<file path="config.mk">
export PLATFORM = sky130hd
export DESIGN_NAME = uart_tx_arbiter
export DESIGN_NICKNAME = d
export VERILOG_FILES = /design/src/rtl/uart_tx_arbiter.sv
export SDC_FILE = /design/constraint.sdc
export NUM_CORES = 1
export LEC_CHECK = 0
export ABC_AREA = 1
export BUFFER_PORTS_ARGS = -buffer_cell sky130_fd_sc_hd__buf_2
export CORE_ASPECT_RATIO = 0.7
export CORE_MARGIN = 4
export CORE_UTILIZATION = 55
export CTS_BUF_LIST = sky130_fd_sc_hd__clkbuf_4
export DETAILED_ROUTE_END_ITERATION = 8
export HOLD_SLACK_MARGIN = 0.02
export PLACE_DENSITY_LB_ADDON = 0.2
export SLEW_MARGIN = 10
export SYNTH_ARGS = -nofsm -noshare
export SYNTH_HDL_FRONTEND = slang
export SYNTH_SLANG_ARGS = --single-unit
</file>
<file path="constraint.sdc">
create_clock -name clock -period 2 [get_ports clock]
set_input_delay 0.1 -clock clock [delete_from_list [all_inputs] [get_ports clock]]
set_output_delay 0.1 -clock clock [all_outputs]
set_load 0.005 [all_outputs]
</file>
<file path="src/rtl/uart_tx_arbiter.sv">
// uart_tx_arbiter
// Shares one byte-wide UART transmitter among NUM_REQ requesters using a
// round-robin grant. A grant latches the requester's byte, strobes the
// transmitter once, and then waits for the transmitter's completion pulse
// or for a timeout. The requester is told the outcome with a single-cycle
// ack (sent) or err (abandoned).
//
// Ports
//   clock           rising-edge clock for all state
//   reset           asynchronous active-low reset
//   req             per-requester level request, held until ack/err
//   req_data        packed bytes, requester i owns [8i+7:8i]
//   ack             one-cycle pulse: byte of requester i transmitted
//   err             one-cycle pulse: grant to requester i timed out
//   tx_data_valid   one-cycle start strobe to the transmitter
//   tx_data_in      byte latched from the granted requester
//   tx_transmitting transmitter status (observed only)
//   tx_done         transmitter completion pulse
//   busy            high whenever the FSM is not idle
//   grant_id        index of the current or most recent grant
module uart_tx_arbiter #(
    parameter int NUM_REQ        = 4,
    parameter int TIMEOUT_CYCLES = 4096
) (
    input  logic                       clock,
    input  logic                       reset,
    input  logic [NUM_REQ-1:0]         req,
    input  logic [8*NUM_REQ-1:0]       req_data,
    output logic [NUM_REQ-1:0]         ack,
    output logic [NUM_REQ-1:0]         err,
    output logic                       tx_data_valid,
    output logic [7:0]                 tx_data_in,
    input  logic                       tx_transmitting,
    input  logic                       tx_done,
    output logic                       busy,
    output logic [$clog2(NUM_REQ)-1:0] grant_id
);

    localparam int IDX_W = $clog2(NUM_REQ);
    localparam int CNT_W = $clog2(TIMEOUT_CYCLES);

    // One extra bit so pointer + offset can be compared against NUM_REQ
    // before wrapping (NUM_REQ need not be a power of two).
    localparam logic [IDX_W:0]   NUM_REQ_W = (IDX_W + 1)'(NUM_REQ);
    localparam logic [CNT_W-1:0] CNT_LAST  = CNT_W'(TIMEOUT_CYCLES - 1);

    typedef enum logic [1:0] {
        IDLE      = 2'd0,
        ISSUE     = 2'd1,
        WAIT_DONE = 2'd2
    } state_t;

    state_t               state_reg, state_next;
    logic [IDX_W-1:0]     rr_ptr_reg, rr_ptr_next;
    logic [IDX_W-1:0]     grant_id_reg, grant_id_next;
    logic [7:0]           tx_data_reg, tx_data_next;
    logic                 tx_valid_reg, tx_valid_next;
    logic [NUM_REQ-1:0]   ack_reg, ack_next;
    logic [NUM_REQ-1:0]   err_reg, err_next;
    logic                 busy_reg, busy_next;
    logic [CNT_W-1:0]     cnt_reg, cnt_next;

    // Transmitter status is informational; the arbiter trusts tx_done only.
    logic tx_transmitting_unused;
    assign tx_transmitting_unused = tx_transmitting;

    // Unpack the per-requester bytes.
    logic [7:0] req_byte [NUM_REQ];
    for (genvar gi = 0; gi < NUM_REQ; gi++) begin : g_req_byte
        assign req_byte[gi] = req_data[8*gi +: 8];
    end

    // Round-robin search: first asserted request at or above rr_ptr,
    // wrapping from NUM_REQ-1 back to 0.
    logic             sel_found;
    logic [IDX_W-1:0] sel_idx;
    logic [IDX_W:0]   cand;

    always_comb begin
        sel_found = 1'b0;
        sel_idx   = '0;
        cand      = '0;
        for (int k = 0; k < NUM_REQ; k++) begin
            cand = {1'b0, rr_ptr_reg} + (IDX_W + 1)'(k);
            if (cand >= NUM_REQ_W) begin
                cand = cand - NUM_REQ_W;
            end
            if (!sel_found && req[cand[IDX_W-1:0]]) begin
                sel_found = 1'b1;
                sel_idx   = cand[IDX_W-1:0];
            end
        end
    end

    // Pointer value after finishing with the current grant: the requester
    // just served becomes lowest priority.
    logic [IDX_W:0]   grant_inc;
    logic [IDX_W-1:0] rr_after_grant;

    always_comb begin
        grant_inc = {1'b0, grant_id_reg} + (IDX_W + 1)'(1);
        if (grant_inc >= NUM_REQ_W) begin
            grant_inc = '0;
        end
        rr_after_grant = grant_inc[IDX_W-1:0];
    end

    logic [NUM_REQ-1:0] grant_onehot;
    assign grant_onehot = {{(NUM_REQ-1){1'b0}}, 1'b1} << grant_id_reg;

    // Next-state and registered-output logic.
    always_comb begin
        state_next    = state_reg;
        rr_ptr_next   = rr_ptr_reg;
        grant_id_next = grant_id_reg;
        tx_data_next  = tx_data_reg;
        cnt_next      = cnt_reg;
        tx_valid_next = 1'b0;
        ack_next      = '0;
        err_next      = '0;

        case (state_reg)
            IDLE: begin
                // tx_done arriving here is stale and deliberately ignored.
                if (sel_found) begin
                    grant_id_next = sel_idx;
                    tx_data_next  = req_byte[sel_idx];
                    state_next    = ISSUE;
                end
            end
            ISSUE: begin
                // The strobe register goes high on leaving ISSUE, so the
                // transmitter sees exactly one valid cycle per grant.
                tx_valid_next = 1'b1;
                cnt_next      = '0;
                state_next    = WAIT_DONE;
            end
            WAIT_DONE: begin
                // Completion takes priority over a timeout on the same edge.
                if (tx_done) begin
                    ack_next    = grant_onehot;
                    rr_ptr_next = rr_after_grant;
                    state_next  = IDLE;
                end else if (cnt_reg == CNT_LAST) begin
                    err_next    = grant_onehot;
                    rr_ptr_next = rr_after_grant;
                    state_next  = IDLE;
                end else begin
                    cnt_next = cnt_reg + CNT_W'(1);
                end
            end
            default: begin
                state_next = IDLE;
            end
        endcase

        busy_next = (state_next != IDLE);
    end

    always_ff @(posedge clock or negedge reset) begin
        if (!reset) begin
            state_reg    <= IDLE;
            rr_ptr_reg   <= '0;
            grant_id_reg <= '0;
            tx_data_reg  <= 8'h00;
            tx_valid_reg <= 1'b0;
            ack_reg      <= '0;
            err_reg      <= '0;
            busy_reg     <= 1'b0;
            cnt_reg      <= '0;
        end else begin
            state_reg    <= state_next;
            rr_ptr_reg   <= rr_ptr_next;
            grant_id_reg <= grant_id_next;
            tx_data_reg  <= tx_data_next;
            tx_valid_reg <= tx_valid_next;
            ack_reg      <= ack_next;
            err_reg      <= err_next;
            busy_reg     <= busy_next;
            cnt_reg      <= cnt_next;
        end
    end

    assign ack           = ack_reg;
    assign err           = err_reg;
    assign tx_data_valid = tx_valid_reg;
    assign tx_data_in    = tx_data_reg;
    assign busy          = busy_reg;
    assign grant_id      = grant_id_reg;

endmodule

</file>
==> results.json, run 1 <==
{
  "cp_cell_sequence": "buf_4 > nand2_2 > nand3_1 > nand2_1 > nand2_1 > nand3_2 > buf_4 > nand4_1 > nand3_1 > nand2_1 > nand2_1 > nand2_1",
  "ff2ff_path_depth": 12,
  "finalHoldViolCount": 0,
  "largest_register_ffs": 12,
  "dp_hpwl_mm": 4.15,
  "syn_inst": 315,
  "die_y_um": 62.1,
  "grt_pass1_wl_mm": 9.03,
  "syn_area_per_cell_um2": 7.31,
  "seq_area_um2": 902,
  "first_iter_violations": 155,
  "htree_num_levels": 2,
  "first_pass_iters": 4,
  "max_freq_mhz": 529,
  "yosys.area_share.simple": 0.417,
  "worstSetupStartpointType": "register",
  "setup_ws_ps": 108,
  "cts_buffer_depth": 2,
  "vdd_drop_max_mv": 0.972,
  "cts_tree": "done",
  "grt_use_total": 0.206,
  "synth.area.mux_share": 0,
  "utilization": 0.728,
  "wl_per_cell_um": 12.4,
  "cp-end-kind": "register",
  "syn_nets": 360,
  "antenna_found_initial": 0,
  "worst-setup-path-type": "register to register",
  "r2r-start": "rr_ptr_reg[0]",
  "route.detailed.drc": 0,
  "regToRegEndpoint": "tx_data_in[4]",
  "drive_gt1_frac": 0.298,
  "place_congestion": 0.892,
  "numCtsBuffers": 5,
  "io_pins": 60,
  "std_cell_rows": 19,
  "initial_utilization": 0.580,
  "portBuffers": 58,
  "finalWirelength_mm": 5.52,
  "period_share": 0.946,
  "clk_pin_slew_ps": 120,
  "critPathMaxFanout": 8,
  "period_minus_slack_ps": 1890,
  "synth.yosys.warnings": 0,
  "setup_violations": 0,
  "hold_ws_ps": 53.6,
  "synth-seq-area-share": 0.391,
  "diodes": 0,
  "p_per_area_nw_per_um2": 1540,
  "final_common_cell": "nand2_1",
  "status": "complete, no violations",
  "synth_compound_area_frac": 0.0445,
  "cp_slowest_cell": "dfrtp_2",
  "r2r_slack_ps": 110,
  "crit_start": "rr_ptr_reg[0]",
  "clk_latency_ps": 350,
  "synth_seq_cells": 36,
  "critPathMaxStageDelay_ps": 470,
  "rsz0062_at_grt": "yes",
  "postPlaceCellArea_um2": 2710,
  "fin_area_um2": 2890,
  "n_fill_cell": 324,
  "grt_max_degree": 37,
  "fin_total_pwr_mw": 4.46,
  "path_common_cell": "nand2_1",
  "vias": 2300,
  "netlist_area_um2": 2300,
  "endpoint": "tx_data_in[4]",
  "synthAdderAreaFrac": 0.0272,
  "drtAntennaViolNets": 0,
  "grt_overflow": 0,
  "synth_top_family_by_area": "simple AND/OR/NAND/NOR gates",
  "area_growth_pct": 25.4,
  "hp-class": "input port to register",
  "yosys.area_share.xor_xnor": 0.0266,
  "final.setup_skew_ps": 13.3,
  "nNetsFinal": 436,
  "cap_violations": 0,
  "worst_pin_slew_ps": 781,
  "p_leak_nw": 1.60,
  "viasPerCell": 5.18,
  "cp_data_required_time_ps": 2250,
  "post-place-ws_ps": 65.2,
  "relSlewSlack": 0.479,
  "cts_root_buffer": "clkbuf_4",
  "arrival_ps": 2140,
  "cts.sinks": 36,
  "grt_pass1_vias": 2012,
  "die_w_um": 85.4,
  "final_cell_mix": "nand2_1 (109), buf_2 (58), inv_1 (37)",
  "multi_input_area_um2": 1220,
  "core_region_area_um2": 3970,
  "post-cts-setup-buffer-count": 0,
  "die-area_um2": 5300,
  "yosysUniqueCellTypes": 31,
  "slew_viol_final": 0
}
## worst max-delay path: cells and delay by family (launching register included)
family	cells	cell delay (ps)
buffers and inverters	2	370
flip-flops	1	470
AND/OR/NAND/NOR	10	950
## power breakdown
part | switching, mW | internal, mW | leakage [nW]
registers | 0.148 | 0.926 | 0.471
clock network | 0.262 | 0.515 | 0.0654
logic | 1.71 | 0.902 | 1.07
## routing by layer
metal | part of all wire | vias up | global-route usage
met2 | 0.43 | 118 | 0.299
met3 | 0.094 | 4 | 0.0528
met1 | 0.47 | 1022 | 0.310
li1 | - | 1156 | -
met4 | 0.0060 | 0 | 0.0356
met5 | 0 | - | 0
## cells by family (layout without fill, tap and decap cells)
family                     Yosys count  count (layout)
adders and majority gates            5               5
AOI/OAI and AO/OA                   17              17
buffers and inverters               51             126
xor gates and xnor gates             7               7
and+or+nand+nor                    199             201
DFF                                 36              36
## worst min path at each step
stage                     cells after the start             to     from
after floorplan                               0         ack[0]    reset
after global placement                        1  rr_ptr_reg[0]    reset
after detailed placement                      1         ack[3]    reset
after CTS                                     3         ack[1]  tx_done
after global routing                          3         ack[1]  tx_done
final                                         3         ack[1]  tx_done
## cell usage after synthesis
library cell | number | area [um2]
nand2_1 | 109 | 409
inv_1 | 37 | 139
dfrtp_1 | 36 | 901
nand3_1 | 30 | 150
nor2_1 | 18 | 67.6
nand2_2 | 11 | 68.8
nand4_1 | 11 | 68.8
inv_2 | 9 | 33.8
xor2_1 | 6 | 52.6
ha_1 | 5 | 62.6
nand3_2 | 5 | 50.1
nor3_1 | 5 | 25.0
o21ai_0 | 5 | 25.0
a21oi_1 | 4 | 20.0
nand2_4 | 3 | 33.8
o21ai_1 | 3 | 15.0
o41ai_1 | 3 | 26.3
nand3_4 | 2 | 35.0
buf_2 | 1 | 5.00
buf_4 | 1 | 7.51
buf_6 | 1 | 11.3
buf_8 | 1 | 15.0
clkinv_1 | 1 | 3.75
nand3b_1 | 1 | 7.51
nor2_2 | 1 | 6.26
nor2_8 | 1 | 20.0
nor4_1 | 1 | 6.26
nor4_2 | 1 | 12.5
o21ai_2 | 1 | 8.76
o31ai_1 | 1 | 7.51
xnor2_1 | 1 | 8.76
## metrics by stage
stage / instances / TNS [ps]
after floorplan: 315 / 0
after global placement: 433 / 0
after detailed placement: 433 / 0
after CTS: 442 / 0
after global routing: 444 / -41.6
final: 444 / 0
## what timing repair did
item | in CTS | in global routing
endpoints found under the hold margin | 36 | 0
hold buffers | 1 | 0
endpoints found under the setup margin | 0 | 9
gates resized for setup | 0 | 6
## cell type report
cell class,count,area share
multi-input combinational,230,0.424
inverter,47,0.0619
sequential,36,0.312
clock buffer,5,0.0130
tap,52,0.0225
timing repair buffer,71,0.135
clock inverter,3,0.0312
No activity file was read; power rests on OpenSTA's default activity.
==> run 2: changes to the inputs <==
--- a/config.mk
+++ b/config.mk
@@ -7,12 +7,12 @@
 export LEC_CHECK = 0
 export ABC_AREA = 1
 export BUFFER_PORTS_ARGS = -buffer_cell sky130_fd_sc_hd__buf_2
-export CORE_ASPECT_RATIO = 0.7
+export CORE_ASPECT_RATIO = 1.2
 export CORE_MARGIN = 4
 export CORE_UTILIZATION = 55
 export CTS_BUF_LIST = sky130_fd_sc_hd__clkbuf_4
 export DETAILED_ROUTE_END_ITERATION = 8
-export HOLD_SLACK_MARGIN = 0.02
+export HOLD_SLACK_MARGIN = 0.03
 export PLACE_DENSITY_LB_ADDON = 0.2
 export SLEW_MARGIN = 10
 export SYNTH_ARGS = -nofsm -noshare
==> run 2 against run 1 <==
Effect of this change:
- non-clock buffer count grew 1
- clock skew shrank 7.3 ps
- power shrank 9.1%
- register-to-register slack gained 30 ps
- die area shrank 0.24%
- sequential share of layout area grew 0.64 points
- setup slack gained 26 ps
- core utilization shrank 2.0 points
- critical path type unchanged
- largest power group unchanged
==> results.json, run 2 (same netlist as run 1, synthesis figures left out) <==
{
  "antenna_found_initial": 0,
  "ff2ff_path_depth": 13,
  "cts_root_buffer": "clkbuf_4",
  "multi_input_area_um2": 1230,
  "seq_area_um2": 903,
  "cp_slowest_cell": "dfrtp_2",
  "worstSetupStartpointType": "register",
  "numCtsBuffers": 5,
  "grt_pass1_vias": 2088,
  "viasPerCell": 5.10,
  "diodes": 0,
  "std_cell_rows": 25,
  "final_cell_mix": "nand2_1 (108), buf_2 (58), inv_1 (37)",
  "p_comb_frac": 0.643,
  "worst-setup-path-type": "register to register",
  "p_int_mw": 2.00,
  "grt_pass1_wl_mm": 8.94,
  "clkPwrFrac": 0.090,
  "slew_viol_final": 0,
  "vdd_drop_max_mv": 1.15,
  "critPathMaxStageDelay_ps": 480,
  "route.detailed.drc": 0,
  "cp-end-kind": "register",
  "grt_overflow": 0,
  "hp-class": "input port to register",
  "die-area_um2": 5290,
  "portBuffers": 58,
  "cts_buffer_depth": 2,
  "holdPathStages": 5,
  "cts_tree": "done",
  "final_common_cell": "nand2_1",
  "htree_num_levels": 2,
  "vias": 2276,
  "setup_violations": 0,
  "p_per_area_nw_per_um2": 1430,
  "grt_use_total": 0.217,
  "first_iter_violations": 156,
  "wl_per_cell_um": 12.1,
  "period_share": 0.933,
  "cp_data_required_time_ps": 2230,
  "p_seq_frac": 0.268,
  "worst_pin_slew_ps": 770,
  "fin_area_um2": 2840,
  "finalHoldViolCount": 0,
  "core_region_area_um2": 4000,
  "setup_tns_ps": 0,
  "finalWirelength_mm": 5.40,
  "relSlewSlack": 0.487,
  "die_y_um": 78.9,
  "drive_gt1_frac": 0.301,
  "path_common_cell": "nand2_1",
  "critPathMaxFanout": 9,
  "n_fill_cell": 359,
  "postPlaceCellArea_um2": 2680,
  "final.setup_skew_ps": 5.98,
  "status": "complete, no violations",
  "io_pins": 60,
  "cts.sinks": 36,
  "die_w_um": 67.1,
  "arrival_ps": 2100,
  "area_growth_pct": 23.1,
  "largest_register_ffs": 12,
  "cap_violations": 0,
  "switching_share": 0.506,
  "dp_hpwl_mm": 4.05,
  "nNetsFinal": 436,
  "cp_cell_sequence": "buf_4 > nand2_1 > nand2_1 > nand2_1 > nand2_2 > nor2_8 > nand3_4 > nand3_4 > inv_4 > nand2_1 > nand2_1 > nand2_1 > nand3_1",
  "power.switching_mw": 2.05,
  "first_pass_iters": 4,
  "clk_pin_slew_ps": 100,
  "period_minus_slack_ps": 1870,
  "drtAntennaViolNets": 0,
  "grt_max_degree": 37,
  "p_leak_nw": 1.58,
  "initial_utilization": 0.575,
  "place_congestion": 0.906,
  "clk_latency_ps": 340,
  "max_freq_mhz": 536
}
[run 2: cell type report]
cell class | instances | share of cell area
Clock inverter | 3 | 0.00485
Timing Repair Buffer | 72 | 0.140
Inverter | 47 | 0.0640
Sequential cell | 36 | 0.319
Multi-Input combinational cell | 229 | 0.435
Clock buffer | 5 | 0.0132
Tap cell | 54 | 0.0238
[run 2: worst paths after layout]
kind	slack, ps	to	from
setup / recovery	130	tx_data_in[6]	rr_ptr_reg[0]
hold / removal	60	tx_data_in[2]	req_data[10]
setup reg to reg	130	tx_data_in[6]	rr_ptr_reg[0]
hold reg to reg	460	tx_data_valid	state_reg[1]
max in group asynchronous	1110	cnt_reg[0]	reset
min in group asynchronous	350	ack[2]	reset
[run 2: worst max-delay path, delay by kind of cell, from the launching register on]
family	cells	cell delay (ps)
DFF	1	480
and+or+nand+nor	11	1030
buffers and inverters	2	250
[run 2: routing by layer]
metal	wire length [um]	up-vias	track usage
met5	0	-	0
met4	113	0	0.0791
met3	284	11	0.0410
met2	2900	66	0.382
met1	2100	1050	0.255
li1	-	1149	-
[run 2: through the flow]
stage	worst slack [ps]	hold slack, ps	util	power (mW)	std cells
global route	-12.3	50.2	0.708	4.48	446
floorplan	250	-196	-	2.90	315
CTS	2.07	40.7	0.686	3.81	440
global placement	61.0	218	0.670	3.35	431
detailed placement	11.5	223	0.670	3.42	431
finish	135	59.3	0.708	4.05	446
[run 2: repair_timing]
item                                    CTS  global route
setup buffers                             0             5
pin swaps                                 1             2
cloned                                    0             1
endpoints found under the setup margin    5            18
hold buffers                              1             0
resized for setup                         1            10
hold endpoints to repair                 36             0
[run 2: power by group through the flow]
stage	logic (mW)	clock network, mW	registers, mW
floorplan	1.83	0	1.06
global placement	2.26	0	1.09
detailed placement	2.33	0	1.09
CTS	2.36	0.373	1.08
global route	2.96	0.413	1.12
finish	2.60	0.363	1.08
==> run 3: changes to the inputs <==
--- a/config.mk
+++ b/config.mk
@@ -14,6 +14,7 @@
 export DETAILED_ROUTE_END_ITERATION = 8
 export HOLD_SLACK_MARGIN = 0.03
 export PLACE_DENSITY_LB_ADDON = 0.2
+export REMOVE_ABC_BUFFERS = 1
 export SLEW_MARGIN = 10
 export SYNTH_ARGS = -nofsm -noshare
 export SYNTH_HDL_FRONTEND = slang
==> run 3 against run 2 <==
Effect of this change:
- largest power group unchanged
- first-iteration DRC count down 36%
- sequential cell count unchanged
- sequential share of layout area up 0.097 points
- critical endpoint unchanged
- highest routed layer unchanged
- largest cell class unchanged
- wire length down 9.8%
- register-to-register slack about the same
==> results.json, run 3 (same netlist as run 1, synthesis figures left out) <==
{
  "first_pass_iters": 4,
  "cts.sinks": 36,
  "drive_gt1_frac": 0.298,
  "numCtsBuffers": 5,
  "first_iter_violations": 100,
  "grt_use_total": 0.199,
  "cp_slowest_cell": "dfrtp_1",
  "switching_share": 0.492,
  "initial_utilization": 0.575,
  "io_pins": 60,
  "clk_pin_slew_ps": 100,
  "hp-start": "req_data[11]",
  "period_share": 0.927,
  "crit_start": "rr_ptr_reg[0]",
  "path_common_cell": "nand2_1",
  "nNetsFinal": 437,
  "finalWirelength_mm": 4.88,
  "seq_area_um2": 902,
  "relSlewSlack": 0.497,
  "diodes": 0,
  "final.setup_skew_ps": 12.6,
  "grt_pass1_wl_mm": 8.34,
  "final_cell_mix": "nand2_1 (109), buf_2 (58), inv_1 (37)",
  "cts_buffer_depth": 2,
  "core_region_area_um2": 4000,
  "arrival_ps": 2070,
  "p_comb_frac": 0.645,
  "portBuffers": 58,
  "hold_ws_ps": 63.9,
  "n_fill_cell": 353,
  "cp_data_required_time_ps": 2220,
  "met2_usage": 0.332,
  "cts_root_buffer": "clkbuf_4",
  "critPathMaxStageDelay_ps": 430,
  "htree_num_levels": 2,
  "die-area_um2": 5290,
  "die_y_um": 78.9,
  "hp-class": "input port to register",
  "setup_violations": 0,
  "finalHoldViolCount": 0,
  "cts_tree": "done",
  "largest_register_ffs": 12,
  "place_congestion": 0.902,
  "clkPwrFrac": 0.088,
  "slew_viol_final": 0,
  "max_freq_mhz": 539,
  "std_cell_rows": 25,
  "critPathMaxFanout": 10,
  "route.detailed.drc": 0,
  "p_seq_frac": 0.266,
  "dp_hpwl_mm": 3.82,
  "final_common_cell": "nand2_1",
  "drtAntennaViolNets": 0,
  "worst_pin_slew_ps": 754,
  "area_growth_pct": 22.5,
  "cp_cell_sequence": "buf_6 > nand2_2 > nand2_4 > nand2_1 > nand2_1 > nand2_1 > nand2_1 > nand2_4 > nand3_4 > buf_4 > nand2_1 > nand2_1 > nand2_1 > nand3_1",
  "use_met3": 0.0410,
  "power.switching_mw": 1.98,
  "p_leak_nw": 1.57,
  "grt_pass1_vias": 2020,
  "critPathBufInv": 2,
  "grt-busiest-layer": "met2",
  "use_met1": 0.242,
  "antenna_found_initial": 0,
  "worst-setup-path-type": "register to register",
  "grt_max_degree": 37,
  "grt_overflow": 0,
  "p_int_mw": 2.04,
  "vias": 2189,
  "wl_per_cell_um": 10.9,
  "fin_total_pwr_mw": 4.02,
  "crit_family": "simple AND/OR/NAND/NOR gates",
  "r2r_slack_ps": 150,
  "cp-end-kind": "register",
  "viasPerCell": 4.91,
  "vdd_drop_max_mv": 1.18,
  "period_minus_slack_ps": 1850,
  "worstSetupStartpointType": "register",
  "r2r-start": "rr_ptr_reg[0]",
  "p_per_area_nw_per_um2": 1420,
  "cap_violations": 0,
  "status": "complete, no violations",
  "clk_latency_ps": 330,
  "die_w_um": 67.1,
  "multi_input_area_um2": 1210
}
run 3: stage by stage:
step | utilization | TNS (ps) | std cells | cell area, um2 | setup slack, ps
after floorplan | - | 0 | 311 | 2260 | 168
after global placement | 0.670 | 0 | 431 | 2680 | 166
after detailed placement | 0.670 | 0 | 431 | 2680 | 107
after CTS | 0.685 | 0 | 439 | 2740 | 70.7
after global routing | 0.705 | -2.29 | 446 | 2820 | -2.29
final | 0.705 | 0 | 446 | 2820 | 145
run 3: layout make-up:
cell class	count	share of cell area
well taps	54	0.0239
multi-input cells	229	0.430
inverters	47	0.0634
clock inverters	1	0.00177
repair buffers	73	0.145
clock buffers	6	0.0160
flip-flops and latches	36	0.320
run 3: power by group through the flow:
| stage | Combinational [mW] | Sequential (mW) | Clock [mW] |
|---|---|---|---|
| global route | 2.95 | 1.09 | 0.400 |
| floorplan | 1.68 | 1.09 | 0 |
| global placement | 2.28 | 1.07 | 0 |
| detailed placement | 2.33 | 1.07 | 0 |
| CTS | 2.34 | 1.06 | 0.362 |
| finish | 2.59 | 1.07 | 0.355 |
run 3: layer usage:
metal / wire length, um / share of wire
met4: 128 / 0.026
met1: 2050 / 0.42
met2: 2470 / 0.51
met5: 0 / 0
met3: 227 / 0.047
run 3: worst paths after layout:
| kind | end | cells after the start |
|---|---|---|
| worst max-delay path | tx_data_in[6] | 14 |
| worst min-delay path | tx_data_in[3] | 5 |
| worst max register to register | tx_data_in[6] | 14 |
| worst min register to register | tx_data_valid | 1 |
| max in group asynchronous | cnt_reg[0] | 2 |
| min in group asynchronous | cnt_reg[10] | 2 |
run 3: timing repair:
action / in CTS / in global routing
buffers inserted: 0 / 6
endpoints found under the hold margin: 36 / 0
hold buffers: 1 / 0
gates resized for setup: 0 / 7
endpoints found under the setup margin: 0 / 14
run 3: worst reg2reg max path, cell delays in order (launching register included):
cell and delay [ps]:
dfrtp_1 430, buf_6 170, nand2_2 90, nand2_4 70
nand2_1 60, nand2_1 50, nand2_1 110, nand2_1 100
nand2_4 130, nand3_4 140, buf_4 170, nand2_1 50
nand2_1 50, nand2_1 60, nand3_1 70
